[config.mk]
export PLATFORM = sky130hd
export DESIGN_NAME = pipe_hazard_ctrl
export DESIGN_NICKNAME = d
export VERILOG_FILES = /design/src/rtl/pipe_hazard_ctrl_pkg.sv /design/src/rtl/pipe_hazard_ctrl_reg_scoreboard.sv /design/src/rtl/pipe_hazard_ctrl.sv
export SDC_FILE = /design/constraint.sdc
export NUM_CORES = 1
export LEC_CHECK = 0
export BUFFER_PORTS_ARGS = -buffer_cell sky130_fd_sc_hd__buf_4
export CORE_MARGIN = 1.5
export CORE_UTILIZATION = 35
export DETAILED_ROUTE_END_ITERATION = 7
export SYNTH_ARGS = -nofsm -noshare
export SYNTH_HDL_FRONTEND = slang
export SYNTH_SLANG_ARGS = --single-unit
[constraint.sdc]
create_clock -name clk -period 9.1 [get_ports clk]
set_clock_uncertainty 0.2 [all_clocks]
set_input_delay 1.82 -clock clk [delete_from_list [all_inputs] [get_ports clk]]
set_output_delay 1.82 -clock clk [all_outputs]
set_load 0.005 [all_outputs]
[src/rtl/pipe_hazard_ctrl_pkg.sv]
// Shared core definitions for the hazard controller: regid range, load depth default,
// and the writer-pipe entry. CORE_FORWARD_EN selects the forwarding-network build.
`ifndef RF_RANGE
`define RF_RANGE 4:0
`endif

package pipe_hazard_ctrl_pkg;
  localparam int MAX_OUTSTANDING_DEF = 2;
  localparam int NUM_REGS            = 32;
  localparam int WP_DEPTH            = 3;

  typedef logic [`RF_RANGE] regid_t;

  typedef struct packed {
    logic   valid;
    regid_t rd;
  } wp_entry_t;
endpackage

[src/rtl/pipe_hazard_ctrl_reg_scoreboard.sv]
// Pending-load bitmap for x1..x31; x0 is never pending. Set wins over clear, and the
// effective mask hides a register whose load returns this cycle.
module reg_scoreboard
  import pipe_hazard_ctrl_pkg::*;
(
  input  logic                clk,
  input  logic                rst_b,
  input  logic                set_en,
  input  regid_t              set_id,
  input  logic                clr_en,
  input  regid_t              clr_id,
  output logic [NUM_REGS-1:0] eff_mask
);
  assign eff_mask[0] = 1'b0;

  for (genvar i = 1; i < NUM_REGS; i++) begin : g_bit
    logic pend_q, set_hit, clr_hit;
    assign set_hit = set_en && (set_id == regid_t'(i));
    assign clr_hit = clr_en && (clr_id == regid_t'(i));

    always_ff @(posedge clk or negedge rst_b) begin
      if (!rst_b)       pend_q <= 1'b0;
      else if (set_hit) pend_q <= 1'b1;
      else if (clr_hit) pend_q <= 1'b0;
    end

    assign eff_mask[i] = pend_q & ~clr_hit;
  end
endmodule

[src/rtl/pipe_hazard_ctrl.sv]
// Stall/bubble/flush controller for the 5-stage core: load scoreboard, in-flight load
// counter and, unless CORE_FORWARD_EN is defined, an EX/MEM/WB writer pipe for RAW stalls.
module pipe_hazard_ctrl
  import pipe_hazard_ctrl_pkg::*;
#(
  parameter int MAX_OUTSTANDING = MAX_OUTSTANDING_DEF
) (
  input  logic             clk,
  input  logic             rst_b,
  input  logic             id_valid,
  input  logic             id_rs1_read,
  input  logic             id_rs2_read,
  input  logic [`RF_RANGE] id_rs1_regid,
  input  logic [`RF_RANGE] id_rs2_regid,
  input  logic [`RF_RANGE] id_rd_regid,
  input  logic             id_regfile_write,
  input  logic             id_mem_read,
  input  logic             ex_branch_taken,
  input  logic             mem_trap,
  input  logic             lsu_rsp_valid,
  input  logic [`RF_RANGE] lsu_rsp_regid,
  output logic             if_stall,
  output logic             id_stall,
  output logic             ex_bubble,
  output logic             if_flush,
  output logic             id_flush,
  output logic             ex_flush,
  output logic [2:0]       load_pending_cnt
);
  logic [NUM_REGS-1:0] eff_mask;
  logic [2:0]          cnt_q;
  logic                id_issue, load_issue, rsp_dec, flush_any;
  logic                raw_sb, raw_wp, waw, cap, hazard;

  assign flush_any  = ex_branch_taken | mem_trap;
  assign id_issue   = id_valid & ~id_stall & ~id_flush;
  assign load_issue = id_issue & id_mem_read & id_regfile_write & (id_rd_regid != '0);
  assign rsp_dec    = lsu_rsp_valid & (cnt_q != '0);

  reg_scoreboard u_sb (
    .clk      (clk),
    .rst_b    (rst_b),
    .set_en   (load_issue),
    .set_id   (id_rd_regid),
    .clr_en   (lsu_rsp_valid),
    .clr_id   (lsu_rsp_regid),
    .eff_mask (eff_mask)
  );

`ifdef CORE_FORWARD_EN
  assign raw_wp = 1'b0;
`else
  wp_entry_t [WP_DEPTH-1:0] wp_q;
  logic                     wp_load;

  assign wp_load = id_issue & id_regfile_write & (id_rd_regid != '0);

  always_comb begin
    raw_wp = 1'b0;
    for (int i = 0; i < WP_DEPTH; i++) begin
      if (wp_q[i].valid && ((id_rs1_read && wp_q[i].rd == id_rs1_regid) ||
                            (id_rs2_read && wp_q[i].rd == id_rs2_regid)))
        raw_wp = 1'b1;
    end
  end

  // Slot 0 shadows EX; a trap kills the EX instruction as it would move into MEM.
  always_ff @(posedge clk or negedge rst_b) begin
    if (!rst_b) begin
      wp_q <= '0;
    end else begin
      wp_q[0] <= wp_load ? '{valid: 1'b1, rd: id_rd_regid} : '0;
      wp_q[1] <= ex_flush ? '0 : wp_q[0];
      for (int i = 2; i < WP_DEPTH; i++) wp_q[i] <= wp_q[i-1];
    end
  end
`endif

  assign raw_sb = (id_rs1_read & eff_mask[id_rs1_regid]) |
                  (id_rs2_read & eff_mask[id_rs2_regid]);
  assign waw    = id_regfile_write & eff_mask[id_rd_regid];
  assign cap    = id_mem_read & (cnt_q == 3'(MAX_OUTSTANDING)) & ~lsu_rsp_valid;
  assign hazard = id_valid & (raw_sb | raw_wp | waw | cap);

  assign id_stall  = hazard & ~flush_any;
  assign if_stall  = id_stall;
  assign ex_bubble = id_stall;
  assign if_flush  = flush_any;
  assign id_flush  = flush_any;
  assign ex_flush  = mem_trap;

  always_ff @(posedge clk or negedge rst_b) begin
    if (!rst_b) begin
      cnt_q <= '0;
    end else begin
      case ({load_issue, rsp_dec})
        2'b10:   cnt_q <= cnt_q + 3'd1;
        2'b01:   cnt_q <= cnt_q - 3'd1;
        default: cnt_q <= cnt_q;
      endcase
    end
  end

  assign load_pending_cnt = cnt_q;

`ifndef SYNTHESIS
  always_ff @(posedge clk) begin
    if (rst_b) begin
      assert (!(lsu_rsp_valid && cnt_q == '0))
        else $error("lsu response with no load outstanding");
    end
  end
`endif
endmodule

==> summary.md <==
| Metric | Value |
|---|---|
| Outcome | complete, no violations |
| Combinational cell fraction of total power | 25.3% |
| Buffers inserted by post-CTS timing repair | 0 |
| Finished layout cell area | 4540 sq um |
| Slew @ Worst Pin | 0.699 ns |
| Maximum fanout along the worst path | 34 |
| Initial antenna violation count | 0 |
| Placed wire-length estimate after detailed placement | 10,400 microns |
| Critical path data arrival time | 4.68 ns |
| Worst setup slack for register-to-register paths | 5.68 ns |
| Post-synth net total | 524 |
| Clock network power share | 32.6% |
| Combinational family with the most area after synthesis | compound AO/OA/AOI/OAI gates |
| Die Footprint | 12,500 sq um |
| Die Wd | 112 microns |
| Via count | 4,093 |
| Number of instances on the worst hold path | 0 |
| Portion of the post-synthesis area used by sequential elements | 31.4% |
| Xor-xnor portion of the synthesized cell area | 7.61% |
| Depth of the most critical reg-to-reg path | 13 |
| Required time of the critical path | 7.08 ns |
| Commonest cells after routing, fill and taps aside | o21ai_0 (55), dfrtp_1 (52), buf_4 (42) |
| Final cycle utilization of the critical path | 73.6% |
| Per-instance average area after synthesis | 8.42 sq um |
| First-pass GRT wire length | 22,100 microns |
| Register area | 1300 sq um |
| Adder and majority cell fraction of the synthesized area | 0.785% |
| Grt total ovfl | 0 |
| Cell internal power dissipation | 0.412 mW |
| Die height | 112 microns |
| Placed cell area | 4380 sq um |
| Leak | 1.82 nW |
| Flip-flop cell with the highest count after synthesis | dfrtp_1 |
| Count of unresolved DRC violations after routing | 0 |
| CTS root buffer | clkbuf_16 |
| Placed Instances | 629 |
| Detailed-route wire length per cell | 21.9 microns |
| Number of setup violations in the final report | 0 |
| Post-DRT Antenna Nets | 0 |
| CP Cell Sequence | buf_4 -> nand2b_1 -> o21ai_0 -> mux4_2 -> o2bb2ai_1 -> a2111oi_4 -> buf_4 -> o21ai_0 -> o211a_1 -> buf_4 |
| Area share of and/or/nand/nor cells after synthesis | 20.8% |
| Sequential share of power | 42.1% |
| Relative max-transition margin | 53.0% |
| Number of buffers created by CTS | 5 |
| Hold_ws | 0.237 ns |
| Maximum number of buffers from clock root to sink | 2 |
| Number of flip-flops and latches in the synthesized netlist | 52 |
| Routed via count divided by cell count | 6.43 |
| Number of hold violations in the final report | 0 |
| Switch share | 32.6% |
| Starting DRT DRC Count | 423 |
| Number of fill cells in the layout | 1,161 |
| CTS tree | built |
| Number of gates given a new drive strength after cts | 0 |
| Slowest-stage cell, CP | o21ai_0 |
| Area Overhead vs Synth | 9.48% |
| Fraction of layout instances using a drive strength above 1 | 12.3% |
| Count of buffers inserted at the top-level ports | 38 |
| Max-cap viol count | 0 |
| Net Switching | 0.200 mW |
| Most used cell along the critical path | buf_4 |
| Worst Hold Class | reg -> reg |
| Pwr Density | 135 nW/um^2 |
| Clock insertion delay at the later pin of the skew report | 0.29 ns |
| Max H-tree Level | 2 |
| TritonRoute pass-1 iters | 8 |
| Min cycle time layout | 6.70 ns |
| Final sum of negative setup slack | 0 ns |
| Synth Instances | 492 |
| Placer congestion estimate | 1.02 |
| Number of buffers inserted for hold repair after clock tree synthesis | 0 |
| Fraction of registers with async set or reset after synthesis | 100% |
| Number of rows created at floorplan | 39 |
| Top achievable clock speed | 0.149 GHz |
| Launching element type of the critical path | primary input |
| Vias in the first global route | 3,816 |
| Post-synth cell types | 61 |
| Longest individual stage delay on the worst path | 0.53 ns |
| Maximum number of pins on one net before global-route repair | 53 |
| Synthesized cell area | 4140 sq um |
| Most common library cell in the layout ignoring fill and taps | o21ai_0 |
| Core region area | 11,500 sq um |
| Category of the worst setup path capture point | output port |
| Layout Cells excl Fill | 637 |
| Initial core utilization | 36.1% |
| Footprint of the multi-input gates | 2520 sq um |
| Share of cell area taken by muxes after synthesis | 6.13% |
| Number of placed I/O pins | 39 |
| RSZ-0062 raised after global routing | no |
| Syn. warnings | 0 |
| Final Slew Violations | 0 |
| # nets final | 525 |
| Number of inserted diodes | 0 |
| Peak supply drop | 0.0000914 V |
| Reg clk slew, reported paths | 0.07 ns |
| Startpoint-to-endpoint class of the critical path | in -> out |
| Sink Count | 52 |
| Wire length after detailed routing | 13,900 microns |
| GRT Resource Usage Total | 22.4% |
| Compound-gate portion of the synthesized area | 25.5% |
| Number of synthesized flops with an enable pin | 0 |
-- synth_stat cells, types with 6 or more instances --
| master | instances | area share, % |
|---|---|---|
| xnor2_1 | 7 | 1.5 |
| nor3_1 | 36 | 4.3 |
| dfrtp_1 | 52 | 31 |
| nand4_1 | 14 | 2.1 |
| clkbuf_1 | 20 | 1.8 |
| xor2_1 | 29 | 6.1 |
| o2111ai_1 | 9 | 1.9 |
| inv_1 | 17 | 1.5 |
| o211ai_1 | 25 | 4.5 |
| nor2b_1 | 13 | 2.0 |
| buf_2 | 14 | 1.7 |
| mux2i_1 | 13 | 3.1 |
| nor2_1 | 16 | 1.4 |
| o21ai_0 | 55 | 6.6 |
| a21oi_1 | 6 | 0.72 |
| o21ai_1 | 27 | 3.3 |
| nor4_1 | 10 | 1.5 |
| nor3b_1 | 8 | 1.4 |
| nand3_1 | 15 | 1.8 |
| nand2_1 | 17 | 1.5 |
-- state kept, by name, indices dropped and copies added (netlist names) --
| name | flops |
|---|---|
| u_sb.g_bit.pend_q | 31 |
| wp_q | 18 |
| load_pending_cnt | 3 |
-- layer usage --
metal  track usage, %  share of wire, %  vias to the layer above
met4             5.99               2.0                        0
met2             34.4                45                      224
met3             3.10               7.6                       23
met5                0                 0                        -
met1             33.0                46                     2004
li1                 -                 -                     1842
-- layout make-up --
| type | count | share of cell area (%) |
|---|---|---|
| multi-input cells | 374 | 55.6 |
| flip-flops and latches | 52 | 28.7 |
| repair buffers | 42 | 6.95 |
| well taps | 143 | 3.94 |
| clock buffers | 6 | 3.06 |
| inverters | 18 | 1.49 |
| clock inverters | 2 | 0.303 |
-- worst paths after layout --
path                                        from                     to
hold / removal                          wp_q[11]               wp_q[17]
setup reg to reg           u_sb.g_bit[23].pend_q    load_pending_cnt[2]
setup / recovery                lsu_rsp_regid[3]              ex_bubble
min in group asynchronous                  rst_b  u_sb.g_bit[24].pend_q
hold reg to reg                         wp_q[11]               wp_q[17]
max in group asynchronous                  rst_b  u_sb.g_bit[22].pend_q
-- power by group through the flow --
stage          Clock, mW  Combinational [mW]  Sequential (mW)
5_1_grt            0.213               0.171            0.260
3_5_place_dp           0               0.154            0.263
4_1_cts            0.203               0.154            0.258
2_1_floorplan          0              0.0991            0.259
6_report           0.199               0.155            0.258
3_3_place_gp           0               0.152            0.262
-- worst max-delay path: cells and delay by family --
kind / cells / cell delay (ns)
AOI/OAI and AO/OA: 5 / 1.45
and+or+nand+nor: 1 / 0.41
muxes: 1 / 0.32
buffers and inverters: 3 / 0.66
-- stage by stage --
step           power, mW  util (%)  setup WS, ns
2_1_floorplan      0.358         -          3.14
3_3_place_gp       0.414      38.2          2.55
3_5_place_dp       0.417      38.2          2.52
4_1_cts            0.616      39.6          2.51
5_1_grt            0.644      39.6          2.33
6_report           0.612      39.6          2.40
-- cell families after synthesis --
group / Yosys count
compound gates: 163
simple gates: 153
buf+inv: 66
flops: 52
xor+xnor: 36
mux: 20
fa+ha+maj: 2
Power figures use the tool's default switching activity.
